--- src/rtl/linebuf_feeder.sv ---
// linebuf_feeder
//   Reads an img_size x img_size image (row-major, starting at base_addr)
//   from a memory with one cycle of read latency. It streams the pixels to a
//   line buffer at one pixel per cycle, with no gaps. buf_en pulses together
//   with pixel 0.
//
// Ports
//   clk        : clock, rising edge
//   xrst       : asynchronous active-high reset
//   req        : start request, sampled only in IDLE
//   img_size   : image edge length (N = img_size*img_size pixels)
//   base_addr  : address of pixel (0,0)
//   mem_re     : memory read enable
//   mem_addr   : memory read address (0 when mem_re=0)
//   mem_rdata  : memory read data, valid one cycle after mem_re
//   buf_en     : one-cycle start pulse to the line buffer
//   buf_input  : pixel stream (mem_rdata passed through during STREAM)
//   busy       : high whenever not IDLE
//   done       : one-cycle completion pulse
module linebuf_feeder #(
  parameter int DWIDTH = 16,
  parameter int LWIDTH = 10,
  parameter int MWIDTH = 20
) (
  input  logic                     clk,
  input  logic                     xrst,
  input  logic                     req,
  input  logic [LWIDTH-1:0]        img_size,
  input  logic [MWIDTH-1:0]        base_addr,
  output logic                     mem_re,
  output logic [MWIDTH-1:0]        mem_addr,
  input  logic signed [DWIDTH-1:0] mem_rdata,
  output logic                     buf_en,
  output logic signed [DWIDTH-1:0] buf_input,
  output logic                     busy,
  output logic                     done
);

  localparam int NW = 2 * LWIDTH;

  typedef enum logic [1:0] {
    ST_IDLE     = 2'd0,
    ST_PREFETCH = 2'd1,
    ST_STREAM   = 2'd2,
    ST_DONE     = 2'd3
  } state_t;

  state_t            state_r;
  logic [NW-1:0]     n_r;
  logic [NW-1:0]     cnt_r;
  logic [MWIDTH-1:0] base_r;
  logic              mem_re_r;
  logic [MWIDTH-1:0] mem_addr_r;
  logic              buf_en_r;
  logic              busy_r;
  logic              done_r;
  logic              last_s;

  // Current STREAM cycle carries the final pixel.
  assign last_s = (cnt_r == (n_r - NW'(1)));

  // Control FSM. Every output is registered as the value for the next cycle.
  // Reads run one cycle ahead of the stream because of the memory latency.
  always_ff @(posedge clk or posedge xrst) begin
    if (xrst) begin
      state_r    <= ST_IDLE;
      n_r        <= {NW{1'b0}};
      cnt_r      <= {NW{1'b0}};
      base_r     <= {MWIDTH{1'b0}};
      mem_re_r   <= 1'b0;
      mem_addr_r <= {MWIDTH{1'b0}};
      buf_en_r   <= 1'b0;
      busy_r     <= 1'b0;
      done_r     <= 1'b0;
    end else begin
      case (state_r)
        ST_IDLE: begin
          cnt_r    <= {NW{1'b0}};
          buf_en_r <= 1'b0;
          done_r   <= 1'b0;
          if (req && (img_size != {LWIDTH{1'b0}})) begin
            state_r    <= ST_PREFETCH;
            n_r        <= NW'(img_size) * NW'(img_size);
            base_r     <= base_addr;
            mem_re_r   <= 1'b1;
            mem_addr_r <= base_addr;
            busy_r     <= 1'b1;
          end else if (req) begin
            // Empty image: finish without touching memory or the buffer.
            state_r    <= ST_DONE;
            mem_re_r   <= 1'b0;
            mem_addr_r <= {MWIDTH{1'b0}};
            busy_r     <= 1'b1;
            done_r     <= 1'b1;
          end else begin
            mem_re_r   <= 1'b0;
            mem_addr_r <= {MWIDTH{1'b0}};
            busy_r     <= 1'b0;
          end
        end
        ST_PREFETCH: begin
          state_r  <= ST_STREAM;
          cnt_r    <= {NW{1'b0}};
          buf_en_r <= 1'b1;
          busy_r   <= 1'b1;
          done_r   <= 1'b0;
          if (n_r > NW'(1)) begin
            mem_re_r   <= 1'b1;
            mem_addr_r <= base_r + MWIDTH'(1);
          end else begin
            mem_re_r   <= 1'b0;
            mem_addr_r <= {MWIDTH{1'b0}};
          end
        end
        ST_STREAM: begin
          buf_en_r <= 1'b0;
          busy_r   <= 1'b1;
          if (last_s) begin
            state_r    <= ST_DONE;
            mem_re_r   <= 1'b0;
            mem_addr_r <= {MWIDTH{1'b0}};
            done_r     <= 1'b1;
          end else begin
            cnt_r  <= cnt_r + NW'(1);
            done_r <= 1'b0;
            // Next cycle is k+1; it reads pixel k+2 unless k+1 is the last.
            if ((cnt_r + NW'(2)) < n_r) begin
              mem_re_r   <= 1'b1;
              mem_addr_r <= base_r + MWIDTH'(cnt_r) + MWIDTH'(2'd2);
            end else begin
              mem_re_r   <= 1'b0;
              mem_addr_r <= {MWIDTH{1'b0}};
            end
          end
        end
        ST_DONE: begin
          state_r    <= ST_IDLE;
          cnt_r      <= {NW{1'b0}};
          mem_re_r   <= 1'b0;
          mem_addr_r <= {MWIDTH{1'b0}};
          buf_en_r   <= 1'b0;
          busy_r     <= 1'b0;
          done_r     <= 1'b0;
        end
        default: begin
          state_r    <= ST_IDLE;
          cnt_r      <= {NW{1'b0}};
          mem_re_r   <= 1'b0;
          mem_addr_r <= {MWIDTH{1'b0}};
          buf_en_r   <= 1'b0;
          busy_r     <= 1'b0;
          done_r     <= 1'b0;
        end
      endcase
    end
  end

  assign mem_re   = mem_re_r;
  assign mem_addr = mem_addr_r;
  assign buf_en   = buf_en_r;
  assign busy     = busy_r;
  assign done     = done_r;

  // Pixel data goes straight through from memory; forced to 0 outside STREAM.
  assign buf_input = (state_r == ST_STREAM) ? mem_rdata : {DWIDTH{1'b0}};

endmodule

--- config.mk ---
export PLATFORM = sky130hd
export DESIGN_NAME = linebuf_feeder
export DESIGN_NICKNAME = d
export VERILOG_FILES = /design/src/rtl/linebuf_feeder.sv
export SDC_FILE = /design/constraint.sdc
export NUM_CORES = 1
export LEC_CHECK = 0
export ABC_AREA = 1
export BUFFER_PORTS_ARGS = -buffer_cell sky130_fd_sc_hd__buf_4
export CORE_MARGIN = 3
export CORE_UTILIZATION = 63
export CTS_BUF_LIST = sky130_fd_sc_hd__clkbuf_2 sky130_fd_sc_hd__clkbuf_4 sky130_fd_sc_hd__clkbuf_8
export DETAILED_ROUTE_END_ITERATION = 16
export PLACE_DENSITY_LB_ADDON = 0.05
export SETUP_SLACK_MARGIN = 0.1
export SLEW_MARGIN = 20
export SYNTH_ARGS = -nofsm -noshare
export SYNTH_HDL_FRONTEND = slang
export SYNTH_SLANG_ARGS = --single-unit
export TNS_END_PERCENT = 1
--- constraint.sdc ---
create_clock -name clk -period 3.95 [get_ports clk]
set_clock_uncertainty 0.1 [all_clocks]
set_input_delay 0.9875 -clock clk [delete_from_list [all_inputs] [get_ports clk]]
set_output_delay 0.9875 -clock clk [all_outputs]
set_load 0.02 [all_outputs]
==> flow_summary_export.csv <==
group,metric,value,unit
critical_path,start_kind,"primary input",
run_status,violations,"setup timing",
synthesis,ys.flop_type,"dfrtp_1",
clock_network,clk_pin_slew,100,ps
clock_network,h-tree-depth,3,
floorplanning,die_y,133.0,um
synthesis,synthArstFlopShare,1.000,
global_route,grt_antenna_before_repair,0,
finish,drive_above_1_share,0.1779,
global_route,grt_pass1_vias,10040,
clock_network,clk_latency,400,ps
place,placed_area,11740,um^2
hold_path,hold_end,"state_r[1]",
finish,final_cell_mix,"369 x nand2_1, 229 x inv_1, 174 x buf_4",
drt,first_iter_violations,851,
drt,vias_per_cell,5.614,
synthesis,ys_types,47,
timing,maxSlewHeadroom,0.4597,
synthesis,syn-num-nets,1671,
synthesis,syn-instance-count,1461,
timing,fin_crit_sh,1.233,
synthesis,synth_edf_count,0,
floorplanning,dieArea,17680,um^2
clock_network,clockRootBuffer,"clkbuf_8",
critical_path,cp.required,4110,ps
pwr,peakVddDrop,0.0004060,V
timing,final.setup.tns,-10920,ps
finish,syn_to_final_growth,19.84,%
hold_path,hold_path_class,"reg -> reg",
critical_path,worstPathMaxFanout,8,
critical_path,rr_worst_depth,17,
finish,layout.nets,1824,
critical_path,reg2reg_to,"mem_addr[13]",
clock_network,cts.sinks,85,
critical_path,r2r-start,"cnt_r[6]",
finish,n_antenna_cell,0,
synthesis,ys_seq_area_frac,0.2095,
global_route,gr-total-overflow,0,
timing,grt_setup_unrepaired,"true",
timing,hold_viol,0,
clock_network,cts_tree,"done",
global_route,grt_first_pass_wirelength,47870,um
floorplanning,die_w,133.0,um
synthesis,ys_seq_elements,85,
drt,vias,10270,
synthesis,syn_area_per_cell,6.951,um^2
critical_path,critical_path_class,"in -> reg",
floorplanning,fp-row-count,45,
finish,fin_util,0.7859,
timing,max_freq,0.2054,GHz
clock_network,cts_hold_buf,0,
pwr,leakagePower,6.815,nW
timing,worst_slack,-918.4,ps
pwr,power.density,359.7,nW/um^2
drt,wl_per_cell,16.34,um
timing,setup_violations,14,
hold_path,hold_start,"state_r[1]",
floorplanning,io_pins,89,
floorplanning,start_util,0.6558,
critical_path,worstPathArrival,5030,ps
place,place_hpwl,23770,um
drt,postRouteAntennaNets,0,
clock_network,numCtsBuffers,9,
job,cap_violations,0,
critical_path,r2r_slack,410,ps
drt,drc_errors,0,
drt,routed_wl,29910,um
global_route,grt_max_degree,59,
clock_network,cts_buffer_depth,2,
place,gp_congestion,0.9924,
synthesis,synthesis.area,10150,um^2
floorplanning,core_area,15480,um^2
timing,worst_slew_pin_slew,809.6,ps
run_status,status,"finished, violations left",
hold_path,holdPathStages,2,
synthesis,yosys_warnings,0,
finish,design_area,12170,um^2
global_route,grt_usage,0.3333,
timing,slew_violations,0,
timing,layout_min_cycle_time,4868,ps
drt,dr.pass1.iters,6,
critical_path,cp-end-kind,"flop",
place,io_buffers,88,
finish,mostFrequentLayoutCell,"nand2_1",
Yosys cell counts, types with 6 or more instances:
| master | instances | area share |
|---|---|---|
| clkbuf_1 | 31 | 0.011 |
| xnor2_1 | 26 | 0.022 |
| inv_1 | 233 | 0.086 |
| nand2_1 | 379 | 0.14 |
| or2_2 | 7 | 0.0043 |
| fa_1 | 48 | 0.095 |
| nand3_1 | 110 | 0.054 |
| a21oi_1 | 60 | 0.030 |
| nor2_1 | 124 | 0.046 |
| buf_2 | 6 | 0.0030 |
| dfrtp_1 | 85 | 0.21 |
| ha_1 | 113 | 0.14 |
| nor3_1 | 16 | 0.0079 |
| o21ai_0 | 77 | 0.038 |
| nor2_4 | 6 | 0.0067 |
| xor2_1 | 44 | 0.038 |
| nand4_1 | 28 | 0.017 |
| o21ai_2 | 9 | 0.0078 |
per-stage QoR:
stage,std cells,worst slack (ps),hold slack [ps],power [mW]
6_report,1830,-918.4,441.0,4.377
5_1_grt,1830,-1108,512.3,4.690
4_1_cts,1829,-882.8,445.5,4.034
3_5_place_dp,1809,-1414,421.1,3.254
3_3_place_gp,1809,-1308,418.3,3.191
2_1_floorplan,1461,-1191,378.2,2.378
area by class of cell:
class                           count  area (um^2)
Clock buffer                        9        123.9
Clock inverter                      7        75.07
Fill cell                        1193         3314
Inverter                          235        883.3
Multi-Input combinational cell   1099         7258
Sequential cell                    85         2128
Tap cell                          211        264.0
Timing Repair Buffer              184         1436
flip-flops by register name, summed over array words and instances, names as in the netlist:
name      count
base_r       20
cnt_r        20
mem_addr     20
n_r          19
state_r       2
buf_en        1
busy          1
done          1
mem_re        1
worst max path at each step:
stage	from	to	depth (start not counted)	slack, ps
6_report	img_size[2]	n_r[16]	19	-920
2_1_floorplan	img_size[3]	n_r[16]	19	-1190
5_1_grt	img_size[5]	n_r[13]	22	-1110
3_3_place_gp	img_size[3]	n_r[16]	19	-1310
3_5_place_dp	img_size[4]	n_r[19]	19	-1410
4_1_cts	img_size[1]	n_r[16]	19	-880
per-layer routing:
metal  up-vias  wire length, um  global-route usage
met5         -                0                   0
met4         0             1087              0.1259
met3        80             2433             0.06426
met2       432            13450              0.5245
met1      4806            12940              0.4564
li1       4955                -                   -
what timing repair did:
| action | CTS | global route |
|---|---|---|
| gates resized for setup | 15 | 33 |
| pin swaps | 17 | 10 |
| setup endpoints to repair | 15 | 30 |
| setup buffers | 4 | 1 |
worst max-delay path, cell delays in order:
cell	delay (ps)
buf_6	120
nand2_2	70
fa_1	490
fa_1	490
inv_1	50
fa_1	490
fa_1	490
inv_1	50
fa_1	500
inv_2	50
ha_4	240
a21oi_4	160
o21ai_4	90
nand2_2	90
nand3_2	90
a31o_2	220
or2_4	220
nand3_2	50
o21ai_1	60
power breakdown:
group,leakage (nW),internal (mW),switching (mW)
clock,0.0990,0.251,0.393
sequential,0.973,0.869,0
combinational,5.74,1.37,1.49
cell families after synthesis:
| family | after synthesis | synth area share |
|---|---|---|
| and+or+nand+nor | 697 | 0.2977 |
| adders and majority gates | 161 | 0.2339 |
| DFF | 85 | 0.2095 |
| buffers and inverters | 277 | 0.1040 |
| xor gates and xnor gates | 71 | 0.06198 |
| AOI/OAI and AO/OA | 170 | 0.09303 |
No activity file was read; power rests on OpenSTA's default activity.
